## config.mk

```make
export PLATFORM = sky130hd
export DESIGN_NAME = job_control_flat
export DESIGN_NICKNAME = d
export VERILOG_FILES = /design/src/rtl/job_control_if.sv /design/src/rtl/job_control.sv /design/src/flat_wrapper.sv
export SDC_FILE = /design/constraint.sdc
export NUM_CORES = 1
export LEC_CHECK = 0
export CORE_UTILIZATION = 44
export CTS_CLUSTER_DIAMETER = 120
export CTS_CLUSTER_SIZE = 20
export DETAILED_ROUTE_END_ITERATION = 8
export PLACE_DENSITY = 0.8
export RECOVER_POWER = 100
export SKIP_LAST_GASP = 1
export SYNTH_ARGS = -nofsm -noshare
export SYNTH_HDL_FRONTEND = slang
export SYNTH_SLANG_ARGS = --single-unit
```

## constraint.sdc

```tcl
create_clock -name ha_pclock -period 6 [get_ports ha_pclock]
set_clock_uncertainty 0.1 [all_clocks]
set_input_delay 0.9 -clock ha_pclock [delete_from_list [all_inputs] [get_ports ha_pclock]]
set_output_delay 0.9 -clock ha_pclock [all_outputs]
set_load 0.1 [all_outputs]
```

## src/rtl/job_control_if.sv

```systemverilog
// PSL job-control bundle: host job command/status signals plus the accelerator core handshake.
// The slave modport is the job_control engine's view; master is everything around it.
interface job_control_if #(
    parameter int CNT_W = 32
);
    logic             ha_jval;
    logic [0:7]       ha_jcom;
    logic             ha_jcompar;
    logic [0:63]      ha_jea;
    logic             ha_jeapar;
    logic             core_done;
    logic [0:63]      core_error;
    logic             ah_jrunning;
    logic             ah_jdone;
    logic             ah_jcack;
    logic [0:63]      ah_jerror;
    logic             core_start;
    logic             core_reset;
    logic [0:63]      job_ea;
    logic [CNT_W-1:0] run_cycles;

    modport master (
        output ha_jval, ha_jcom, ha_jcompar, ha_jea, ha_jeapar, core_done, core_error,
        input  ah_jrunning, ah_jdone, ah_jcack, ah_jerror, core_start, core_reset, job_ea, run_cycles
    );

    modport slave (
        input  ha_jval, ha_jcom, ha_jcompar, ha_jea, ha_jeapar, core_done, core_error,
        output ah_jrunning, ah_jdone, ah_jcack, ah_jerror, core_start, core_reset, job_ea, run_cycles
    );
endinterface

```

## src/rtl/job_control.sv

```systemverilog
// PSL job-control engine: decodes job commands, sequences reset/start/done towards the host
// and the accelerator core, checks command parity, counts run cycles and runs a watchdog.
module job_control #(
    parameter int DONE_DELAY = 2,
    parameter int CNT_W      = 32,
    parameter int PARITY_EN  = 1,
    parameter int TIMEOUT    = 0
) (
    input logic         ha_pclock,
    input logic         reset,
    job_control_if.slave bus
);

    localparam logic [1:0] ST_IDLE      = 2'd0;
    localparam logic [1:0] ST_RESETTING = 2'd1;
    localparam logic [1:0] ST_RUN       = 2'd2;

    localparam logic [7:0] CMD_RESET = 8'h80;
    localparam logic [7:0] CMD_START = 8'h90;
    localparam logic [7:0] CMD_LLCMD = 8'h45;

    localparam logic [0:63] ERR_PARITY  = 64'h1;
    localparam logic [0:63] ERR_TIMEOUT = 64'h2;

    localparam logic [3:0]       DLY_LOAD = 4'(DONE_DELAY - 1);
    localparam logic [CNT_W-1:0] WD_LAST  = CNT_W'(TIMEOUT - 1);

    logic [1:0]       state;
    logic [3:0]       dly_cnt;
    logic             running_q;
    logic             jdone_q;
    logic             jcack_q;
    logic [0:63]      jerror_q;
    logic             core_start_q;
    logic             core_reset_q;
    logic [0:63]      job_ea_q;
    logic [CNT_W-1:0] run_cycles_q;

    logic par_err;
    logic is_reset;
    logic is_llcmd;
    logic start_go;
    logic wd_hit;

    // Odd parity: a correct word plus its parity bit always has an odd number of ones.
    assign par_err  = (PARITY_EN != 0) && bus.ha_jval &&
                      (!(^{bus.ha_jcom, bus.ha_jcompar}) || !(^{bus.ha_jea, bus.ha_jeapar}));
    assign is_reset = bus.ha_jval && (bus.ha_jcom == CMD_RESET) && !par_err;
    assign is_llcmd = bus.ha_jval && (bus.ha_jcom == CMD_LLCMD) && !par_err;
    assign start_go = bus.ha_jval && (bus.ha_jcom == CMD_START) && !par_err && (state == ST_IDLE);
    assign wd_hit   = (TIMEOUT != 0) && (state == ST_RUN) && (run_cycles_q == WD_LAST);

    always_ff @(posedge ha_pclock or posedge reset) begin
        if (reset) begin
            state        <= ST_IDLE;
            dly_cnt      <= '0;
            running_q    <= 1'b0;
            jdone_q      <= 1'b0;
            jcack_q      <= 1'b0;
            jerror_q     <= '0;
            core_start_q <= 1'b0;
            core_reset_q <= 1'b0;
            job_ea_q     <= '0;
        end else begin
            core_start_q <= 1'b0;
            core_reset_q <= 1'b0;
            jdone_q      <= 1'b0;
            jcack_q      <= 1'b0;
            if (par_err) begin
                jdone_q   <= 1'b1;
                jerror_q  <= ERR_PARITY;
                running_q <= 1'b0;
                state     <= ST_IDLE;
            end else if (is_reset) begin
                // A RESET while already resetting simply reloads the delay, so only one jdone results.
                core_reset_q <= 1'b1;
                running_q    <= 1'b0;
                jerror_q     <= '0;
                if (DONE_DELAY <= 1) begin
                    jdone_q <= 1'b1;
                    state   <= ST_IDLE;
                end else begin
                    dly_cnt <= DLY_LOAD;
                    state   <= ST_RESETTING;
                end
            end else begin
                if (is_llcmd) begin
                    jcack_q <= 1'b1;
                end
                case (state)
                    ST_IDLE: begin
                        if (start_go) begin
                            running_q    <= 1'b1;
                            core_start_q <= 1'b1;
                            job_ea_q     <= bus.ha_jea;
                            jerror_q     <= '0;
                            state        <= ST_RUN;
                        end
                    end
                    ST_RESETTING: begin
                        if (dly_cnt <= 4'd1) begin
                            jdone_q <= 1'b1;
                            state   <= ST_IDLE;
                        end else begin
                            dly_cnt <= dly_cnt - 4'd1;
                        end
                    end
                    ST_RUN: begin
                        if (bus.core_done) begin
                            jdone_q   <= 1'b1;
                            jerror_q  <= bus.core_error;
                            running_q <= 1'b0;
                            state     <= ST_IDLE;
                        end else if (wd_hit) begin
                            jdone_q   <= 1'b1;
                            jerror_q  <= ERR_TIMEOUT;
                            running_q <= 1'b0;
                            state     <= ST_IDLE;
                        end
                    end
                    default: begin
                        state <= ST_IDLE;
                    end
                endcase
            end
        end
    end

    // Counts every cycle spent in RUN, sticks at all ones, and keeps its value once the job ends.
    always_ff @(posedge ha_pclock or posedge reset) begin
        if (reset) begin
            run_cycles_q <= '0;
        end else if (start_go) begin
            run_cycles_q <= '0;
        end else if ((state == ST_RUN) && (run_cycles_q != {CNT_W{1'b1}})) begin
            run_cycles_q <= run_cycles_q + CNT_W'(1);
        end
    end

    assign bus.ah_jrunning = running_q;
    assign bus.ah_jdone    = jdone_q;
    assign bus.ah_jcack    = jcack_q;
    assign bus.ah_jerror   = jerror_q;
    assign bus.core_start  = core_start_q;
    assign bus.core_reset  = core_reset_q;
    assign bus.job_ea      = job_ea_q;
    assign bus.run_cycles  = run_cycles_q;

endmodule

```

## src/flat_wrapper.sv

```systemverilog
// flat-port wrapper written by rule: the top's interface ports become plain ports
module job_control_flat 
#(
    parameter int DONE_DELAY = 2,
    parameter int CNT_W      = 32,
    parameter int PARITY_EN  = 1,
    parameter int TIMEOUT    = 0
)
  (ha_pclock, reset, bus_ha_jval, bus_ha_jcom, bus_ha_jcompar, bus_ha_jea, bus_ha_jeapar, bus_core_done, bus_core_error, bus_ah_jrunning, bus_ah_jdone, bus_ah_jcack, bus_ah_jerror, bus_core_start, bus_core_reset, bus_job_ea, bus_run_cycles);
  job_control_if #(.CNT_W(CNT_W)) bus_i ();
  input logic ha_pclock;
  input logic reset;
  input wire logic [$bits(bus_i.ha_jval)-1:0] bus_ha_jval;
  input wire logic [$bits(bus_i.ha_jcom)-1:0] bus_ha_jcom;
  input wire logic [$bits(bus_i.ha_jcompar)-1:0] bus_ha_jcompar;
  input wire logic [$bits(bus_i.ha_jea)-1:0] bus_ha_jea;
  input wire logic [$bits(bus_i.ha_jeapar)-1:0] bus_ha_jeapar;
  input wire logic [$bits(bus_i.core_done)-1:0] bus_core_done;
  input wire logic [$bits(bus_i.core_error)-1:0] bus_core_error;
  output wire logic [$bits(bus_i.ah_jrunning)-1:0] bus_ah_jrunning;
  output wire logic [$bits(bus_i.ah_jdone)-1:0] bus_ah_jdone;
  output wire logic [$bits(bus_i.ah_jcack)-1:0] bus_ah_jcack;
  output wire logic [$bits(bus_i.ah_jerror)-1:0] bus_ah_jerror;
  output wire logic [$bits(bus_i.core_start)-1:0] bus_core_start;
  output wire logic [$bits(bus_i.core_reset)-1:0] bus_core_reset;
  output wire logic [$bits(bus_i.job_ea)-1:0] bus_job_ea;
  output wire logic [$bits(bus_i.run_cycles)-1:0] bus_run_cycles;
  assign bus_i.ha_jval = bus_ha_jval;
  assign bus_i.ha_jcom = bus_ha_jcom;
  assign bus_i.ha_jcompar = bus_ha_jcompar;
  assign bus_i.ha_jea = bus_ha_jea;
  assign bus_i.ha_jeapar = bus_ha_jeapar;
  assign bus_i.core_done = bus_core_done;
  assign bus_i.core_error = bus_core_error;
  assign bus_ah_jrunning = bus_i.ah_jrunning;
  assign bus_ah_jdone = bus_i.ah_jdone;
  assign bus_ah_jcack = bus_i.ah_jcack;
  assign bus_ah_jerror = bus_i.ah_jerror;
  assign bus_core_start = bus_i.core_start;
  assign bus_core_reset = bus_i.core_reset;
  assign bus_job_ea = bus_i.job_ea;
  assign bus_run_cycles = bus_i.run_cycles;
  job_control #(.DONE_DELAY(DONE_DELAY), .CNT_W(CNT_W), .PARITY_EN(PARITY_EN), .TIMEOUT(TIMEOUT)) u_core (.ha_pclock(ha_pclock), .reset(reset), .bus(bus_i));
endmodule
```

* Word-level counts from Yosys, hierarchy flattened
Index checks and enable logic that the tools add are counted. Widths: inputs -> output; s select.
Storage, ports and cells: register bits 171, bits of input ports 142, logic and storage cells 83
Operators by class: $add $sub $neg 2, order comparisons 1, equality and inequality tests 10, muxes and demuxes 35, bitwise operators 2, reductions and logical operators 23
Operators with widths (number):
- $mux 64 | 4
- $pmux 64 s2 | 1
- $reduce_xor 65->1 | 1
- $mux 32 | 2
- $add 32x1->32 const B | 1
- $ne 32x32->1 const B | 1
- $mux 1 | 17
- $eq 8x8->1 const B | 2
- $mux 4 | 3
- $mux 2 | 5
- $logic_and 1x1->1 | 9
- $reduce_and 3->1 | 3
- $reduce_xor 9->1 | 1
- $eq 8x7->1 const B | 1
- $ne 4x1->1 const B | 2
- $pmux 2 s3 | 1
- $le 4x1->1 const B | 1
- $ne 4x2->1 const B | 1
- $pmux 1 s2 | 2
- $reduce_and 4->1 | 1
- $reduce_bool 2->1 | 2
- $reduce_bool 4->1 | 1
- $sub 4x1->4 const B | 1
- $logic_not 1->1 | 3
- 6 further kinds | 7

* Longest topological paths before layout
Gate-level depths: netlist (run 1).
depth after elaboration 11, depth in mapped cells 12

* Worst setup path after synthesis (run 1)
No wires, ideal clock.
kind in2reg, from input bus_ha_jcom[3], to register u_core.job_ea_q, in the netlist u_core.bus.job_ea[13], setup time 0.125 ns, data arrival time 3.068 ns, data required time 5.775 ns, slack 2.706 ns, stages on the path 8, buffers on the path 2, cell sequence or4b_1 > nor4_1 > and3_1 > nand2_1 > nor2_1 > buf_2 > buf_4 > mux2_2
On the way: longest elaborated chain between the ends 8
Ends and longest elaborated chain:
- from (decl) | RTL line flat_wrapper.sv:14 | input wire logic [$bits(bus_i.ha_jcom)-1:0] bus_ha_jcom;
- $reduce_xor 9->1 | RTL line job_control.sv:47 | (!(^{bus.ha_jcom, bus.ha_jcompar}) || !(^{bus.ha_jea, bus.ha_jeapar}));
- $logic_not 1->1 | RTL line job_control.sv:47
- $logic_or 1x1->1 | RTL line job_control.sv:47
- $logic_and 1x1->1 | RTL line job_control.sv:46 | assign par_err = (PARITY_EN != 0) && bus.ha_jval &&
- $logic_not 1->1 | RTL line job_control.sv:48, job_control.sv:50
- $logic_and 1x1->1 (on tied branches) | RTL line job_control.sv:50, job_control.sv:48
- $logic_and 1x1->1 / $not 1->1 (equally long branches)
- $reduce_and 4->1 (no source line) *
- to (signal assigned) | RTL line job_control.sv:95 | job_ea_q <= bus.ha_jea;
- to (decl) | RTL line job_control.sv:36 | logic [0:63] job_ea_q;
Every way passes the cells marked *; elsewhere a longest branch is shown, timed or not. A chain may end at the register's enable or synchronous reset.

* Worst setup path after layout (run 1)
from input bus_ha_jea[29], to register u_core.job_ea_q, in the netlist u_core.bus.job_ea[44]
On the way: longest elaborated chain between the ends 8
Ends and longest elaborated chain:
- from (decl) | RTL line flat_wrapper.sv:16 | input wire logic [$bits(bus_i.ha_jea)-1:0] bus_ha_jea;
- $reduce_xor 65->1 * | RTL line job_control.sv:47
- $logic_not 1->1 * | RTL line job_control.sv:47
- $logic_or 1x1->1 * | RTL line job_control.sv:47
- $logic_and 1x1->1 * | RTL line job_control.sv:46
- $logic_not 1->1 | RTL line job_control.sv:48, job_control.sv:50
- $logic_and 1x1->1 (on tied branches) | RTL line job_control.sv:50, job_control.sv:48
- $logic_and 1x1->1 / $not 1->1 (equally long branches)
- $reduce_and 4->1 (no source line) *
Marks and branches as above.

==> results of run 1 <==
-- synth_stat cells (5+ instances only) --
cell type                  count  area share [%]
sky130_fd_sc_hd__a21oi_1      71             4.5
sky130_fd_sc_hd__and3_1       11            0.87
sky130_fd_sc_hd__buf_2        25             1.6
sky130_fd_sc_hd__buf_6         5            0.71
sky130_fd_sc_hd__clkbuf_1      9            0.43
sky130_fd_sc_hd__dfrtp_1     171              54
sky130_fd_sc_hd__ha_1          6            0.95
sky130_fd_sc_hd__inv_1         9            0.43
sky130_fd_sc_hd__mux2_2       64             9.1
sky130_fd_sc_hd__nand2_1      90             4.3
sky130_fd_sc_hd__nand2b_1      6            0.47
sky130_fd_sc_hd__nand3_1      72             4.6
sky130_fd_sc_hd__nand4_1       8            0.63
sky130_fd_sc_hd__nor2_1       42             2.0
sky130_fd_sc_hd__nor3_1        6            0.38
sky130_fd_sc_hd__o21ai_0      15            0.95
sky130_fd_sc_hd__xnor2_1      72             8.0
sky130_fd_sc_hd__xor2_1       26             2.9
-- sequential cells by signal (all words and copies together) (netlist names) --
| register | flops |
|---|---|
| u_core.bus.ah_jerror | 64 |
| u_core.bus.run_cycles | 32 |
| u_core.bus.job_ea | 64 |
| u_core.bus.ah_jdone | 1 |
| u_core.bus.ah_jcack | 1 |
| u_core.bus.ah_jrunning | 1 |
| u_core.dly_cnt | 4 |
| u_core.bus.core_start | 1 |
| u_core.state | 2 |
| u_core.bus.core_reset | 1 |
-- metal layers --
| metal | share of wire, % | vias up | GRT usage [%] |
|---|---|---|---|
| li1 | - | 3090 | - |
| met1 | 41 | 3100 | 30.2 |
| met2 | 49 | 222 | 39.7 |
| met3 | 7.4 | 42 | 7.23 |
| met4 | 3.0 | 0 | 10.1 |
| met5 | 0 | - | 0 |
-- cells by family (layout without fill, tap and decap cells) --
group,after synthesis,after routing,share of synthesized area [%]
AND/OR/NAND/NOR,251,251,14.6
buffers and inverters,53,354,3.57
multiplexers,64,64,9.11
AO/OA/AOI/OAI,97,97,6.62
flip-flops,171,171,54.1
XOR/XNOR,99,99,11.1
adder cells (fa/ha/maj),6,6,0.948
other,0,1,0
-- power breakdown --
| group | switching [mW] | internal [mW] | total (mW) |
|---|---|---|---|
| Sequential | 0.119 | 1.28 | 1.40 |
| Combinational | 1.58 | 0.550 | 2.13 |
| Clock | 0.472 | 0.542 | 1.01 |
-- layout make-up --
cell class	count	area [sq um]
clock inverter	12	93.8
tap	225	282
clock buffer	19	443
antenna	1	2.50
timing repair buffer	314	3120
sequential	171	4280
multi-input combinational	517	3370
fill	1380	5790
inverter	9	38.8
-- worst paths after layout --
kind	from	endpoint	slack, ns
setup / recovery	bus_ha_jea[29]	u_core.bus.job_ea[44]	1.19
hold / removal	u_core.dly_cnt[3]	u_core.dly_cnt[3]	0.40
setup reg to reg	u_core.state[0]	u_core.bus.ah_jerror[37]	2.88
hold reg to reg	u_core.dly_cnt[3]	u_core.dly_cnt[3]	0.40
max in group asynchronous	reset	u_core.bus.ah_jerror[45]	2.19
min in group asynchronous	reset	u_core.bus.run_cycles[27]	1.07
-- critical path: stages --
cell and delay, ns:
sky130_fd_sc_hd__dlygate4sd3_1 0.58, sky130_fd_sc_hd__xnor2_1 0.21, sky130_fd_sc_hd__xnor2_1 0.18, sky130_fd_sc_hd__xnor2_1 0.13, sky130_fd_sc_hd__xnor2_1 0.25, sky130_fd_sc_hd__xnor3_1 0.39, sky130_fd_sc_hd__xnor2_1 0.14, sky130_fd_sc_hd__clkbuf_1 0.25
sky130_fd_sc_hd__nor2_1 1.13, sky130_fd_sc_hd__buf_4 0.47, sky130_fd_sc_hd__mux2_2 0.38
==> metrics, run 1 <==
post-route worst hold slack=~0.40 ns; status=finished, violations left; detailed-router iteration count before antenna repair=4; upper clock frequency limit=0.208 GHz; number of CTS-inserted buffers=17; Syn. warnings=0; buffer levels on the longest clock path=2; Async S/R FF share, synth=100%; min cycle time layout=4.81 ns; clock tree root driver cell=sky130_fd_sc_hd__clkbuf_16; Reg2Reg Depth=8; die outline area=about 19000 sq um; clock sink total=171; Placement Rows=48; Main synth FF type=sky130_fd_sc_hd__dfrtp_1; via count of the first global-routing pass=between 6000 and 7000; total of endpoints with negative setup slack in the final report=0; total routing resource utilization after global routing=between 20 and 25%; post-CTS setup-driven buffer insertion count=0; critical path endpoint category=flop; top-level port count=a little over 300; Port Buf Inserts=306; critical-path maximum fanout=23; dpl ws=1.58 ns; violated checks=capacitance limit, slew limit; unrepaired setup endpoints after global routing=false; final worst-path cycle share=about four fifths; DP Wirelength=roughly 16000 um; highest-count cells in the layout ignoring fill and taps=171 x sky130_fd_sc_hd__dfrtp_1, 167 x sky130_fd_sc_hd__dlygate4sd3_1, 139 x sky130_fd_sc_hd__clkdlybuf4s50_1; Post-Syn Nets=889; WL per Instance=17.3 um; Starting Density=45.4%; placed cell areas=11100 sq um; worst path arrival time=5.02 ns; overall die height=around 140 um; clock insertion delay at the later pin of the skew report=roughly 0.42 ns; vias per cell=5.09; syn avg cell area=between 10 and 15 sq um; Post-Syn Area=7920 sq um; Layout Area Growth over Synthesis=46.9%; Slew Limit Fails=81; sum of negative setup slack=0 ns; total number of vias=6454; launching element type of the critical path=input pin; routed wire length=21900 um; number of cells traversed by the worst hold path=1; critical path type=in2reg; hold-fix buffer count after cts=0; DRC viols=0; required time of the critical path=6.21 ns; total placed cells including tap cells=1236; Cells after Synth=around 740; number of antenna-violating nets in the routed design=0; number of synthesized register bits=between 150 and 200; core utilization of the finished layout=66.8%; Power Total=approximately 4.5 mW; final standard cell count with taps included and fillers excluded=1268; sequential element share of the synthesized area=54.1%; Pwr per Cell Area=391 nW/um^2; width of the die=about 140 um; total number of H-tree levels=4; maximum capacitance violations=2; measured slew at the worst slew-check pin=about 2.2 ns; layout cell share with drive strength beyond 1=approximately 10%; initial antenna violation count=1; Worst Hold Class=reg2reg; CORE AREA=approximately 17000 sq um; Yosys cell types=36; gpl congestion=just over 0.8; fin worst setup slack=1.19 ns; static leakage=between 5 and 6 nW; TritonCTS clock tree=built; wire length of the first global-routing pass=~35000 um; Final nets=1178; maximum number of pins on one net before global-route repair=95; Max-Slew Margin vs Limit=-44.4%; register clock-pin slew on the reported worst setup and hold paths=0.07 ns; post-CTS resize count=0; grt ovf=0; DR iter-0 viols=about 350; most common cell after layout, fill and taps aside=sky130_fd_sc_hd__dfrtp_1; Worst VDD drop=between 0.0004 and 0.0005 V; number of hold violations in the final report=0; number of enable flip-flop cells after synthesis=0; final design instance area without fill=11600 sq um
Power figures use the tool's default switching activity.
==> inputs of run 2 (changes only) <==
- CORE_UTILIZATION: 44 -> 40
- PLACE_DENSITY: 0.8 -> 0.77
- clock period: 6 -> 4.1 ns (I/O delays scaled with it)
==> metrics, run 2 (synthesis results as in run 1) <==
clock insertion delay at the later pin of the skew report=0.42 ns; Placement Rows=51; most used cell along the critical path=sky130_fd_sc_hd__xnor2_1; DRC viols=0; proportion of power drawn by the clock network=23.1%; dpl ws=0.266 ns; measured slew at the worst slew-check pin=approximately 2.3 ns; violated checks=capacitance limit, slew limit; number of antenna-violating nets in the routed design=0; register area=4280 sq um; Crit Reg-Reg Startpoint=u_core.bus.run_cycles[10]; worst hold start=u_core.dly_cnt[3]; maximum number of pins on one net before global-route repair=93; status=finished, violations left; via count of the first global-routing pass=between 6000 and 7000; most common cell after layout, fill and taps aside=sky130_fd_sc_hd__dfrtp_1; post-CTS resize count=0; required time of the critical path=4.30 ns; final worst-path cycle share=88.5%; maximum capacitance violations=2; hold-fix buffer count after cts=0; total number of H-tree levels=4; min cycle time layout=3.63 ns; cell family contributing the most delay on the critical path=buffers and inverters; CP Cell Sequence=dlygate4sd3_1, xor2_1, xnor2_1, xnor2_1, xnor2_1, xnor3_1, xnor2_1, buf_4, nor2_1, clkbuf_2, mux2_2; width of the die=143 um; critical path endpoint category=flop; number of hold violations in the final report=0; Pwr per Cell Area=577 nW/um^2; total length of routed met3 wires=around 1800 um; TritonCTS clock tree=built; fin worst setup slack=0.473 ns; RR Endpoint=u_core.bus.run_cycles[30]; routed metal-1 wire length=8860 um; Net Sw Power=approximately 3.2 mW; routed wire length=roughly 22000 um; Max-Slew Margin vs Limit=-52.6%; vias per cell=4.98; final design instance area without fill=roughly 12000 sq um; gpl congestion=0.762; sum of negative setup slack=0 ns; placed cell areas=approximately 11000 sq um; Sequential Power Share=between 30% and 40%; highest-delay cell along the critical path=sky130_fd_sc_hd__dlygate4sd3_1; WL per Instance=16.6 um; grt ovf=0; total of endpoints with negative setup slack in the final report=0; unrepaired setup endpoints after global routing=false; top-level port count=~310; Starting Density=40.8%; clock sink total=171; Slew Limit Fails=173; # fillers=1627; top layer used by detailed routing=met4; flop-to-flop setup slack=1.31 ns; routed wire length on met2=between 10000 and 15000 um; wire length of the first global-routing pass=34300 um; layout cell share with drive strength beyond 1=around a tenth; clock tree root driver cell=sky130_fd_sc_hd__clkbuf_16; core utilization of the finished layout=60.6%; Worst Hold Class=reg2reg; number of cells traversed by the worst hold path=1; net switching share of the total power=46.8%; Gate power share=a little under half; total internal power=3.60 mW; post-CTS setup-driven buffer insertion count=0; buffer levels on the longest clock path=2; critical path type=in2reg; DR iter-0 viols=283; Port Buf Inserts=306; initial antenna violation count=0; die outline area=20400 sq um; detailed-router iteration count before antenna repair=5; Layout Area Growth over Synthesis=48.4%; overall die height=143 um; end point of the worst hold path=u_core.dly_cnt[3]; static leakage=5.15 nW; DP Wirelength=about 16000 um; launching element type of the critical path=input pin; worst path arrival time=between 3 and 4 ns; critical-path maximum fanout=23; area used by multi-input combinational logic=3360 sq um; highest-count cells in the layout ignoring fill and taps=171 x sky130_fd_sc_hd__dfrtp_1, 167 x sky130_fd_sc_hd__dlygate4sd3_1, 139 x sky130_fd_sc_hd__clkdlybuf4s50_1; number of CTS-inserted buffers=17; register clock-pin slew on the reported worst setup and hold paths=0.06 ns; upper clock frequency limit=0.276 GHz; buffers and inverters on the worst path=3; Worst VDD drop=0.000333 V; Reg2Reg Depth=9; CORE AREA=19400 sq um; Final nets=1180; total routing resource utilization after global routing=22.0%; total number of vias=~6500; total inserted antenna cells=0; CP peak stage delay=around 0.57 ns
run 2: layer usage:
metal  GRT usage [%]  vias up
met5               0        -
met4            5.66        0
met3            8.32       16
met2            35.9      212
met1            27.3     3200
li1                -     3097
run 2: power by group through the flow:
stage | Sequential [mW] | Combinational [mW] | Clock [mW]
global route | 2.08 | 3.34 | 1.68
floorplan | 3.40 | 1.06 | 0
detailed placement | 2.08 | 3.26 | 0
global placement | 2.08 | 3.23 | 0
finish | 2.05 | 3.16 | 1.56
CTS | 2.06 | 3.27 | 1.61
run 2: worst max path at each step:
stage | from | to | slack [ns] | cells past startpoint
2_1_floorplan | u_core.bus.run_cycles[10] | u_core.bus.run_cycles[30] | 0.88 | 9
3_3_place_gp | bus_ha_jea[30] | u_core.bus.ah_jerror[58] | 0.33 | 12
3_5_place_dp | bus_ha_jea[30] | u_core.bus.ah_jerror[0] | 0.27 | 12
4_1_cts | bus_ha_jea[30] | u_core.bus.ah_jerror[0] | 0.67 | 12
5_1_grt | bus_ha_jea[30] | u_core.bus.job_ea[51] | 0.32 | 11
6_report | bus_ha_jea[30] | u_core.bus.job_ea[51] | 0.47 | 11
run 2: layout make-up:
cell class                 instances  share of cell area [%]
inverter                           9                   0.319
tap                              265                    2.82
clock buffer                      19                    3.86
sequential                       171                    36.4
timing repair buffer             316                    27.0
multi-input combinational        517                    28.6
clock inverter                    12                   0.980
run 2: per-stage QoR:
step           power [mW]  hold slack [ns]  std cells
2_1_floorplan        4.47            0.352        741
3_3_place_gp         5.31            0.373       1278
3_5_place_dp         5.34            0.389       1278
4_1_cts              6.94            0.398       1309
5_1_grt              7.10            0.416       1309
6_report             6.78            0.397       1309
run 2: worst reg2reg max path, cell delays in order (launching register included):
cell	delay, ns
sky130_fd_sc_hd__dfrtp_1	0.42
sky130_fd_sc_hd__and3_1	0.22
sky130_fd_sc_hd__and3_1	0.23
sky130_fd_sc_hd__and4_1	0.28
sky130_fd_sc_hd__nand3_1	0.12
sky130_fd_sc_hd__nor4_1	0.53
sky130_fd_sc_hd__nand3_1	0.29
sky130_fd_sc_hd__nor3_1	0.29
sky130_fd_sc_hd__xnor2_1	0.14
sky130_fd_sc_hd__nor2_1	0.05
==> inputs of run 3 (changes only) <==
- CORE_MARGIN: unset -> 1
==> results of run 3 <==
The final DEF is identical to that of run 2; final timing and power are the same.
